===== src/rtl/riscv_divider_if.sv =====
// riscv_divider_if: launch/result bundle between the execute-stage control
// unit (master) and the iterative RV32M divider (slave).
// Optional signal div_zero exists only when RISCV_DIV_ZERO_FLAG_EN is defined.
interface riscv_divider_if #(
  parameter int XLEN = 32
);
  logic            start;
  logic            flush;
  logic [1:0]      op;
  logic [XLEN-1:0] a;
  logic [XLEN-1:0] b;
  logic            busy;
  logic            valid;
  logic [XLEN-1:0] result;
`ifdef RISCV_DIV_ZERO_FLAG_EN
  logic            div_zero;
`endif

  modport master (
    output start, flush, op, a, b,
`ifdef RISCV_DIV_ZERO_FLAG_EN
    input  div_zero,
`endif
    input  busy, valid, result
  );

  modport slave (
    input  start, flush, op, a, b,
`ifdef RISCV_DIV_ZERO_FLAG_EN
    output div_zero,
`endif
    output busy, valid, result
  );
endinterface


===== src/rtl/riscv_divider.sv =====
// riscv_divider: iterative restoring divider for RV32M DIV/DIVU/REM/REMU.
// One quotient bit per clock (32 CALC cycles), with divide-by-zero and
// signed-overflow short-cuts that complete in a single cycle.
// Optional feature: define RISCV_DIV_ZERO_FLAG_EN to add the div_zero output.
module riscv_divider #(
  parameter  int XLEN  = 32,
  localparam int CNT_W = $clog2(XLEN)
) (
  input  logic              clk,
  input  logic              rst_n,
  riscv_divider_if.slave    div_if
);

  typedef enum logic [1:0] {
    S_IDLE = 2'b00,
    S_CALC = 2'b01,
    S_DONE = 2'b10
  } state_e;

  localparam logic [XLEN-1:0] ALL_ONES  = {XLEN{1'b1}};
  localparam logic [XLEN-1:0] ZERO      = {XLEN{1'b0}};
  localparam logic [XLEN-1:0] MIN_NEG   = {1'b1, {(XLEN-1){1'b0}}};
  localparam logic [CNT_W-1:0] LAST_CNT = CNT_W'(XLEN - 1);
  localparam logic [CNT_W-1:0] CNT_ONE  = {{(CNT_W-1){1'b0}}, 1'b1};

  // Two's-complement negate when en is set, pass-through otherwise.
  function automatic logic [XLEN-1:0] neg_cond(input logic [XLEN-1:0] v, input logic en);
    neg_cond = en ? (~v + {{(XLEN-1){1'b0}}, 1'b1}) : v;
  endfunction

  state_e            state_q,   state_d;
  logic              op_rem_q,  op_rem_d;   // 1: remainder requested
  logic              neg_quo_q, neg_quo_d;
  logic              neg_rem_q, neg_rem_d;
  logic [XLEN-1:0]   divisor_q, divisor_d;
  logic [XLEN-1:0]   quo_q,     quo_d;      // dividend shifts out as quotient shifts in
  logic [XLEN-1:0]   rem_q,     rem_d;
  logic [CNT_W-1:0]  cnt_q,     cnt_d;
  logic [XLEN-1:0]   result_q,  result_d;
  logic              valid_q,   valid_d;
  logic              busy_q,    busy_d;
`ifdef RISCV_DIV_ZERO_FLAG_EN
  logic              dz_q,      dz_d;
`endif

  logic              signed_op_s;
  logic [XLEN-1:0]   abs_a_s;
  logic [XLEN-1:0]   abs_b_s;
  logic [XLEN:0]     rem_sh_s;
  logic [XLEN:0]     trial_s;
  logic [XLEN-1:0]   quo_step_s;
  logic [XLEN-1:0]   rem_step_s;

  // Operand decode and one restoring-subtract step of the iteration.
  always_comb begin
    signed_op_s = ~div_if.op[0];
    abs_a_s     = neg_cond(div_if.a, signed_op_s & div_if.a[XLEN-1]);
    abs_b_s     = neg_cond(div_if.b, signed_op_s & div_if.b[XLEN-1]);
    rem_sh_s    = {rem_q, quo_q[XLEN-1]};
    trial_s     = rem_sh_s - {1'b0, divisor_q};
    quo_step_s  = {quo_q[XLEN-2:0], ~trial_s[XLEN]};
    // A negative trial is undone by adding the divisor back (restoring step);
    // the low XLEN bits then equal the shifted partial remainder.
    rem_step_s  = trial_s[XLEN-1:0] + (trial_s[XLEN] ? divisor_q : ZERO);
  end

  // Next-state and datapath-update logic for the IDLE/CALC/DONE sequencer.
  always_comb begin
    state_d   = state_q;
    op_rem_d  = op_rem_q;
    neg_quo_d = neg_quo_q;
    neg_rem_d = neg_rem_q;
    divisor_d = divisor_q;
    quo_d     = quo_q;
    rem_d     = rem_q;
    cnt_d     = cnt_q;
    result_d  = result_q;
    valid_d   = 1'b0;
`ifdef RISCV_DIV_ZERO_FLAG_EN
    dz_d      = 1'b0;
`endif

    case (state_q)
      S_IDLE: begin
        if (div_if.start && !div_if.flush) begin
          op_rem_d  = div_if.op[1];
          neg_quo_d = signed_op_s & (div_if.a[XLEN-1] ^ div_if.b[XLEN-1]);
          neg_rem_d = signed_op_s & div_if.a[XLEN-1];
          divisor_d = abs_b_s;
          quo_d     = abs_a_s;
          rem_d     = ZERO;
          cnt_d     = {CNT_W{1'b0}};
          if (div_if.b == ZERO) begin
            state_d  = S_DONE;
            result_d = div_if.op[1] ? div_if.a : ALL_ONES;
            valid_d  = 1'b1;
`ifdef RISCV_DIV_ZERO_FLAG_EN
            dz_d     = 1'b1;
`endif
          end else if (signed_op_s && (div_if.a == MIN_NEG) && (div_if.b == ALL_ONES)) begin
            state_d  = S_DONE;
            result_d = div_if.op[1] ? ZERO : MIN_NEG;
            valid_d  = 1'b1;
          end else begin
            state_d  = S_CALC;
          end
        end else begin
          state_d = S_IDLE;
        end
      end

      S_CALC: begin
        if (div_if.flush) begin
          state_d = S_IDLE;
        end else begin
          quo_d = quo_step_s;
          rem_d = rem_step_s;
          cnt_d = cnt_q + CNT_ONE;
          if (cnt_q == LAST_CNT) begin
            state_d  = S_DONE;
            result_d = op_rem_q ? neg_cond(rem_step_s, neg_rem_q)
                                : neg_cond(quo_step_s, neg_quo_q);
            valid_d  = 1'b1;
          end else begin
            state_d = S_CALC;
          end
        end
      end

      S_DONE: begin
        state_d = S_IDLE;
      end

      default: begin
        state_d = S_IDLE;
      end
    endcase

    busy_d = (state_d != S_IDLE);
  end

  // State and datapath registers; reset aborts any operation at once.
  always_ff @(posedge clk or negedge rst_n) begin
    if (!rst_n) begin
      state_q   <= S_IDLE;
      op_rem_q  <= 1'b0;
      neg_quo_q <= 1'b0;
      neg_rem_q <= 1'b0;
      divisor_q <= ZERO;
      quo_q     <= ZERO;
      rem_q     <= ZERO;
      cnt_q     <= {CNT_W{1'b0}};
      result_q  <= ZERO;
      valid_q   <= 1'b0;
      busy_q    <= 1'b0;
`ifdef RISCV_DIV_ZERO_FLAG_EN
      dz_q      <= 1'b0;
`endif
    end else begin
      state_q   <= state_d;
      op_rem_q  <= op_rem_d;
      neg_quo_q <= neg_quo_d;
      neg_rem_q <= neg_rem_d;
      divisor_q <= divisor_d;
      quo_q     <= quo_d;
      rem_q     <= rem_d;
      cnt_q     <= cnt_d;
      result_q  <= result_d;
      valid_q   <= valid_d;
      busy_q    <= busy_d;
`ifdef RISCV_DIV_ZERO_FLAG_EN
      dz_q      <= dz_d;
`endif
    end
  end

  // A flush arriving in the DONE cycle suppresses that cycle's strobe.
  assign div_if.busy     = busy_q;
  assign div_if.valid    = valid_q & ~div_if.flush;
  assign div_if.result   = result_q;
`ifdef RISCV_DIV_ZERO_FLAG_EN
  assign div_if.div_zero = dz_q & ~div_if.flush;
`endif

endmodule


===== src/flat_wrapper.sv =====
// flat-port wrapper written by rule: the top's interface ports become plain ports
module riscv_divider_flat 
#(
  parameter  int XLEN  = 32,
  localparam int CNT_W = $clog2(XLEN)
)
  (clk, rst_n, div_if_start, div_if_flush, div_if_op, div_if_a, div_if_b, div_if_busy, div_if_valid, div_if_result);
  riscv_divider_if #(.XLEN(XLEN)) div_if_i ();
  input  logic clk;
  input  logic rst_n;
  input wire logic [$bits(div_if_i.start)-1:0] div_if_start;
  input wire logic [$bits(div_if_i.flush)-1:0] div_if_flush;
  input wire logic [$bits(div_if_i.op)-1:0] div_if_op;
  input wire logic [$bits(div_if_i.a)-1:0] div_if_a;
  input wire logic [$bits(div_if_i.b)-1:0] div_if_b;
  output wire logic [$bits(div_if_i.busy)-1:0] div_if_busy;
  output wire logic [$bits(div_if_i.valid)-1:0] div_if_valid;
  output wire logic [$bits(div_if_i.result)-1:0] div_if_result;
  assign div_if_i.start = div_if_start;
  assign div_if_i.flush = div_if_flush;
  assign div_if_i.op = div_if_op;
  assign div_if_i.a = div_if_a;
  assign div_if_i.b = div_if_b;
  assign div_if_busy = div_if_i.busy;
  assign div_if_valid = div_if_i.valid;
  assign div_if_result = div_if_i.result;
  riscv_divider #(.XLEN(XLEN)) u_core (.clk(clk), .rst_n(rst_n), .div_if(div_if_i));
endmodule

===== config.mk =====
export PLATFORM = sky130hd
export DESIGN_NAME = riscv_divider_flat
export DESIGN_NICKNAME = d
export VERILOG_FILES = /design/src/rtl/riscv_divider_if.sv /design/src/rtl/riscv_divider.sv /design/src/flat_wrapper.sv
export SDC_FILE = /design/constraint.sdc
export NUM_CORES = 1
export LEC_CHECK = 0
export CORE_UTILIZATION = 50
export CTS_BUF_LIST = sky130_fd_sc_hd__clkbuf_8
export CTS_CLUSTER_SIZE = 40
export DETAILED_ROUTE_END_ITERATION = 8
export PLACE_DENSITY_LB_ADDON = 0.2
export SLEW_MARGIN = 20
export SYNTH_ARGS = -nofsm -noshare
export SYNTH_HDL_FRONTEND = slang
export SYNTH_SLANG_ARGS = --single-unit
export TNS_END_PERCENT = 50

===== constraint.sdc =====
create_clock -name clk -period 17.7 [get_ports clk]
set_input_delay 5.31 -clock clk [delete_from_list [all_inputs] [get_ports clk]]
set_output_delay 5.31 -clock clk [all_outputs]
set_load 0.02 [all_outputs]

==> flow_summary.yaml, run 1 <==
critical_path:
  r2r_end: "u_core.div_if.result[24]"
  endpoint: "div_if_valid"
  crit_required_ps: 12390
  cpPeakStageDelay_ps: 610
  worstSetupPathType: "input pin to output port"
  cp_slowest_cell: "clkdlybuf4s50_1"
  startpoint_type: "input pin"
  crit_path_max_fanout: 7
  r2r_cells: 24
  cp-end-kind: "output port"
  cp.arrival_ps: 6630
  reg2reg_from: "u_core.quo_q[31]"
  r2r_slack_ps: 10270
  crit_top_cell: "clkdlybuf4s50_1"
  path_cells: "clkdlybuf4s50_1 -> nor2b_1 -> clkdlybuf4s50_1"
  cp-startpoint: "div_if_flush"
grt:
  overflow: 0
  grt_max_degree: 94
  grt_pass1_vias: 11930
  track_usage_pct: 31.45
  antenna_found_initial: 0
  grt_pass1_wl_um: 65340
synthesis:
  netlist_area_um2: 12880
  synth_area_leader_cell: "dfrtp_1"
  ys_seq_area_share_pct: 27.00
  post_synth_num_cell_types: 92
  ys.flop_type: "dfrtp_1"
  ys_ff_latch: 139
  synth_area_per_cell_um2: 7.807
  async_reset_ff_share_pct: 100.0
  yosys-top-cells-area: "dfrtp_1 (27%), ha_1 (6.8%), xnor2_1 (6.0%)"
  ys_warn_count: 0
  syn_nets: 1792
  synth_edf_count: 0
  netlist_instances: 1650
  synth_top_cell_area_share_pct: 27.00
clocking:
  path_clk_slew_ps: 90
  cts_tree: "done"
  cts_buffer_depth: 2
  htree_levels: 4
  clock-sinks: 139
  clk_latency_ps: 480
  hold_buffers: 0
  post-cts-setup-buffers: 0
  cts_root_buf: "clkbuf_8"
  cts_buffers: 17
  cts_resized: 0
cells_and_area:
  area_growth_pct: 12.36
  layout-drive-gt1-share_pct: 5.744
  nNetsFinal: 1835
  antennaDiodeCount: 0
  final_common_cell: "nand2_1"
  final_cell_mix: "nand2_1 (175), o21ai_0 (150), a21oi_1 (147)"
  n_fill_cell: 2360
timing:
  finalHoldViolations: 0
  worst_pin_slew_ps: 1017
  post-route-period-util_pct: 67.44
  slew_viol_final: 0
  clock_skew_ps: 19.70
  min_period_ps: 11940
  relSlewSlack_pct: 32.22
  rsz0062_at_grt: "no"
  setup_viol: 0
  setup_tns_ps: 0
  fmax_mhz: 83.77
placed_design:
  dp_hpwl_um: 30640
  gp_congestion: 0.9564
  io_buffers: 103
detailed_routing:
  wl_per_cell_um: 19.90
  ant_nets: 0
  routed_wl_um: 40520
  drcViolationCount: 0
  firstDrtPassIters: 5
  num_vias: 12570
  drt-initial-drc-count: 1088
  viasPerCell: 6.171
floorplan:
  die_w_um: 162.5
  rows: 58
  dieArea_um2: 26410
  io_pins: 104
  initial_core_util_pct: 51.01
  die_h_um: 162.5
  core_um2: 25250
run:
  max-cap-violations: 0
min_path:
  hp-class: "register to register"
outcome:
  status: "complete, no violations"
Yosys cell counts, types with 23 or more instances:
library cell and number:
inv_1 64, nand3_1 24, ha_1 70, nor3_1 33, clkbuf_1 68, xnor2_1 88
a21o_1 33, nand2_1 175, o21ai_0 150, nand2b_1 24, dfrtp_1 139, xor2_1 71
a31oi_1 23, o211ai_1 23, nor2_1 146, o31ai_1 28, nand4_1 27, a22o_1 24
a21oi_1 147
worst max-delay path: cells and delay by family:
| family | cells | cell delay [ps] |
|---|---|---|
| buffers and inverters | 2 | 1150 |
| and+or+nand+nor | 1 | 170 |
how the worst min path moves through the flow:
stage	start	to	slack, ps	cells after the start
floorplan	u_core.cnt_q[4]	u_core.cnt_q[4]	450	2
global placement	u_core.cnt_q[4]	u_core.cnt_q[4]	460	2
detailed placement	u_core.divisor_q[30]	u_core.divisor_q[30]	470	2
CTS	u_core.divisor_q[12]	u_core.divisor_q[12]	490	2
global route	u_core.divisor_q[30]	u_core.divisor_q[30]	510	2
finish	u_core.divisor_q[12]	u_core.divisor_q[12]	480	2
registers in the layout, summed over array words and instances (netlist names):
register	count
u_core.neg_quo_q	1
u_core.cnt_q	5
u_core.neg_rem_q	1
u_core.div_if.busy	1
u_core.rem_q	32
u_core.state_q	2
u_core.quo_q	32
u_core.div_if.result	32
u_core.divisor_q	32
u_core.op_rem_q	1
per-stage QoR:
step,instances,cell area (µm²),setup slack [ps],utilization (%),hold WS (ps)
6_report,2036,14480,5762,57.32,483.8
2_1_floorplan,1650,12880,6776,-,445.3
4_1_cts,2036,14480,5759,57.32,491.1
3_5_place_dp,2004,14050,5775,55.63,471.1
5_1_grt,2036,14480,5640,57.32,514.1
3_3_place_gp,2004,14050,5797,55.63,456.5
per-layer routing:
layer / track usage, % / vias to the layer above / part of all wire [%]
met4: 10.21 / 0 / 2.8
li1: - / 6065 / -
met3: 3.972 / 73 / 6.4
met2: 48.41 / 475 / 44
met5: 0 / - / 0
met1: 45.40 / 5952 / 47
cell families (layout without fill, tap and decap cells):
logic type	Yosys count	in the layout	share of synthesized area (%)
xor+xnor	161	161	11.06
mux	8	8	0.6313
buf+inv	159	215	5.050
compound gates	555	555	27.71
flops	139	139	27.00
fa+ha+maj	72	72	7.110
simple gates	556	556	21.44
final cells by class:
class	count	area [µm²]	share of cell area, %
Timing Repair Buffer	115	1122	7.754
Sequential cell	139	3478	24.03
Multi-Input combinational cell	1352	8777	60.64
Inverter	68	257.7	1.781
Clock inverter	15	192.7	1.331
Tap cell	330	412.9	2.852
Clock buffer	17	234.0	1.616
Power of run 1 is not shown: default switching activity piles up to over one toggle a cycle in this logic, so the estimate is an artifact.
==> run 2, diff against run 1 <==
clock period = 9.7 ns   (was 17.7 ns; I/O delays follow)
==> run 2 against run 1 <==
Net effect:
- routed wire length grew 3.0%
- critical path depth grew 21
- sequential cell count is the same
- worst hold slack better by 4.9 ps
- clock skew grew 1.4 ps
- register-to-register slack got worse by 8200 ps
==> flow_summary.yaml, run 2 (same netlist as run 1, synthesis figures left out) <==
timing:
  clock_skew_ps: 21.07
  relSlewSlack_pct: 28.90
  setup_tns_ps: 0
  rsz0062_at_grt: "no"
  post-route-period-util_pct: 78.76
  finalHoldViolations: 0
  worst_pin_slew_ps: 1066
  fmax_mhz: 130.9
  min_period_ps: 7640
  setup_viol: 0
  slew_viol_final: 0
min_path:
  hold_depth: 2
  hp-class: "register to register"
cells_and_area:
  layout-drive-gt1-share_pct: 5.748
  area_growth_pct: 12.15
  final_common_cell: "nand2_1"
  n_fill_cell: 2395
  final_cell_mix: "nand2_1 (175), o21ai_0 (150), a21oi_1 (147)"
  nNetsFinal: 1834
  antennaDiodeCount: 0
  multi_input_comb_area_um2: 8780
  regArea_um2: 3478
grt:
  antenna_found_initial: 0
  grt_max_degree: 94
  overflow: 0
  grt_pass1_vias: 11880
  track_usage_pct: 32.36
  grt_pass1_wl_um: 66250
floorplan:
  die_h_um: 162.5
  initial_core_util_pct: 51.01
  io_pins: 104
  die_w_um: 162.5
  dieArea_um2: 26410
  core_um2: 25250
  rows: 58
clocking:
  hold_buffers: 0
  htree_levels: 4
  cts_root_buf: "clkbuf_8"
  clk_latency_ps: 480
  cts_buffer_depth: 2
  cts_tree: "done"
  cts_resized: 0
  path_clk_slew_ps: 90
  clock-sinks: 139
  post-cts-setup-buffers: 0
  cts_buffers: 17
critical_path:
  startpoint_type: "register"
  crit_path_max_fanout: 21
  crit_required_ps: 10050
  worstSetupPathType: "register to register"
  r2r_cells: 24
  cp.arrival_ps: 7990
  cp-end-kind: "register"
detailed_routing:
  drcViolationCount: 0
  viasPerCell: 6.244
  wl_per_cell_um: 20.52
  num_vias: 12710
  routed_wl_um: 41750
  drt-initial-drc-count: 1177
  ant_nets: 0
  firstDrtPassIters: 5
placed_design:
  gp_congestion: 0.9968
  dp_hpwl_um: 31900
  io_buffers: 103
run:
  max-cap-violations: 0
outcome:
  status: "complete, no violations"
run 2: changes by cell type in the layout (fill, tap and decap cells not counted), sizes merged:
cell,previous run,this run
buf,13,12
inv,77,76
bufinv,2,1
clkinvlp,1,2
clkinv,3,4
run 2: worst paths after layout:
kind	start	slack, ps	to
worst max-delay path	u_core.divisor_q[0]	2060	u_core.div_if.result[31]
worst min-delay path	u_core.divisor_q[18]	490	u_core.divisor_q[18]
worst max register to register	u_core.divisor_q[0]	2060	u_core.div_if.result[31]
worst min register to register	u_core.divisor_q[18]	490	u_core.divisor_q[18]
max in group asynchronous	rst_n	5940	u_core.div_if.result[18]
min in group asynchronous	rst_n	2480	u_core.rem_q[2]
run 2: layout make-up:
class | count | area share (%)
clock inverter | 15 | 1.178
tap | 330 | 2.858
timing repair buffer | 114 | 7.716
sequential | 139 | 24.08
clock buffer | 17 | 1.619
inverter | 68 | 1.784
multi-input combinational | 1352 | 60.77
run 2: layer usage:
metal / part of all wire (%) / up-vias / global-route usage [%]
met5: 0 / - / 0
li1: - / 6049 / -
met4: 3.8 / 0 / 13.55
met1: 45 / 6052 / 46.17
met2: 43 / 515 / 47.57
met3: 7.6 / 90 / 6.162
run 2: metrics by stage:
stage	cells	setup slack (ps)	area (µm²)	hold slack, ps	util, %
5_1_grt	2035	1617	14450	516.2	57.21
2_1_floorplan	1650	3576	12880	445.3	-
3_5_place_dp	2003	2262	14040	470.3	55.61
3_3_place_gp	2003	2362	14040	458.9	55.60
4_1_cts	2035	2221	14450	493.1	57.21
6_report	2035	2060	14450	488.7	57.21
run 2: critical path, stage by stage (launching register included):
cell	delay, ps
dfrtp_1	410
ha_1	200
inv_1	70
fa_1	230
a211oi_1	100
o211ai_1	330
or4b_4	540
a2111oi_2	520
or4_1	220
and3_1	860
inv_4	170
and2_1	230
ha_1	230
fa_1	470
a211oi_2	280
o211ai_2	210
nand3b_1	310
a211oi_1	220
or3_1	390
a32oi_1	450
nor4b_1	400
nand3_1	120
o31a_1	270
xnor2_1	190
o211ai_1	100
Power of run 2 is left out for the same reason.
==> run 3, diff against run 2 <==
clock period = 7.1 ns   (was 9.7 ns; I/O delays follow)
==> run 3 against run 2 <==
Net effect:
- critical endpoint is now u_core.div_if.result[27]
- global-route usage increased by 0.96 points
- first-iteration DRC count increased by 20%
- routed wire length increased by 3.0%
- sequential cell count unchanged
- register-to-register slack got worse by 1600 ps
==> flow_summary.yaml, run 3 (same netlist as run 1, synthesis figures left out) <==
cells_and_area:
  final_common_cell: "nand2_1"
  final_cell_mix: "nand2_1 (175), o21ai_0 (150), a21oi_1 (147)"
  layout-drive-gt1-share_pct: 6.294
  fin_cells: 2048
  area_growth_pct: 13.26
  nNetsFinal: 1845
  design_area_um2: 14590
critical_path:
  crit_path_max_fanout: 9
  crit_required_ps: 7480
  worstSetupPathType: "register to register"
  startpoint_type: "register"
  critical_path.top_delay_family: "simple AND/OR/NAND/NOR gates"
  cpPeakStageDelay_ps: 580
  cp_slowest_cell: "or4_4"
  crit_buf_inv: 3
  cp-end-kind: "register"
  cp.arrival_ps: 7040
detailed_routing:
  drcViolationCount: 0
  wl_per_cell_um: 21.00
  ant_nets: 0
  num_vias: 12690
  routed_wl_um: 43000
  firstDrtPassIters: 8
  drt-initial-drc-count: 1409
  viasPerCell: 6.194
floorplan:
  initial_core_util_pct: 51.01
  io_pins: 104
  die_w_um: 162.5
  die_h_um: 162.5
  dieArea_um2: 26410
  core_um2: 25250
  rows: 58
timing:
  setup_viol: 0
  relSlewSlack_pct: 26.73
  clock_skew_ps: 27.90
  setup_tns_ps: 0
  worst_pin_slew_ps: 1099
  min_period_ps: 6664
  slew_viol_final: 0
  rsz0062_at_grt: "no"
  finalHoldViolations: 0
  fmax_mhz: 150.1
  post-route-period-util_pct: 93.86
clocking:
  post-cts-setup-buffers: 0
  cts_root_buf: "clkbuf_8"
  cts_tree: "done"
  cts_buffers: 17
  htree_levels: 4
  cts_buffer_depth: 2
  clk_latency_ps: 490
  path_clk_slew_ps: 100
  clock-sinks: 139
outcome:
  status: "complete, no violations"
placed_design:
  dp_cells: 2013
  io_buffers: 103
  dp_hpwl_um: 32930
  dpl_cell_area_um2: 14120
  gp_congestion: 0.9551
grt:
  grt_max_degree: 93
  grt_pass1_vias: 11950
  grt_pass1_wl_um: 68110
  track_usage_pct: 33.32
  antenna_found_initial: 0
  overflow: 0
run:
  max-cap-violations: 0
min_path:
  hp-class: "register to register"
## run 3: final cells by class
type | count | area, µm²
Fill cell | 2421 | 10660
Multi-Input combinational cell | 1352 | 8798
Sequential cell | 139 | 3478
Timing Repair Buffer | 125 | 1217
Tap cell | 330 | 412.9
Inverter | 68 | 257.7
Clock buffer | 18 | 247.7
Clock inverter | 14 | 172.7
Antenna cell | 2 | 5.005
## run 3: metrics by stage
| step | worst slack [ps] | hold WS (ps) | util (%) |
|---|---|---|---|
| 3_5_place_dp | 400.0 | 469.7 | 55.92 |
| 5_1_grt | 72.82 | 509.9 | 57.75 |
| 6_report | 435.6 | 482.6 | 57.77 |
| 4_1_cts | 371.6 | 491.2 | 57.58 |
| 3_3_place_gp | 505.7 | 456.2 | 55.92 |
| 2_1_floorplan | 1225 | 445.3 | - |
## run 3: tightest hold or removal path, stage by stage, from the launching register on
cell	delay (ps)
dfrtp_1	350
nand2_1	40
o21ai_0	60
## run 3: worst paths after layout
kind | from | endpoint | slack, ps | cells after the start
worst min register to register | u_core.divisor_q[17] | u_core.divisor_q[17] | 480 | 2
max in group asynchronous | rst_n | u_core.rem_q[16] | 4200 | 2
min in group asynchronous | rst_n | u_core.divisor_q[27] | 1690 | 1
worst min-delay path | u_core.divisor_q[17] | u_core.divisor_q[17] | 480 | 2
worst max-delay path | u_core.quo_q[31] | u_core.div_if.result[27] | 440 | 25
worst max register to register | u_core.quo_q[31] | u_core.div_if.result[27] | 440 | 25
## run 3: what timing repair did
item / 4_1_cts / 5_1_grt
gates resized for setup: 0 / 1
endpoints found under the setup margin: 0 / 3
hold buffers: 0 / 0
## run 3: routing by layer
layer  GRT usage, %  vias up  share of wire [%]
met5              0        -                  0
met4          8.748        0                1.9
met3          4.813       56                6.3
met2          52.74      431                 46
met1          47.32     6132                 46
li1               -     6066                  -
Power of run 3 is left out for the same reason.
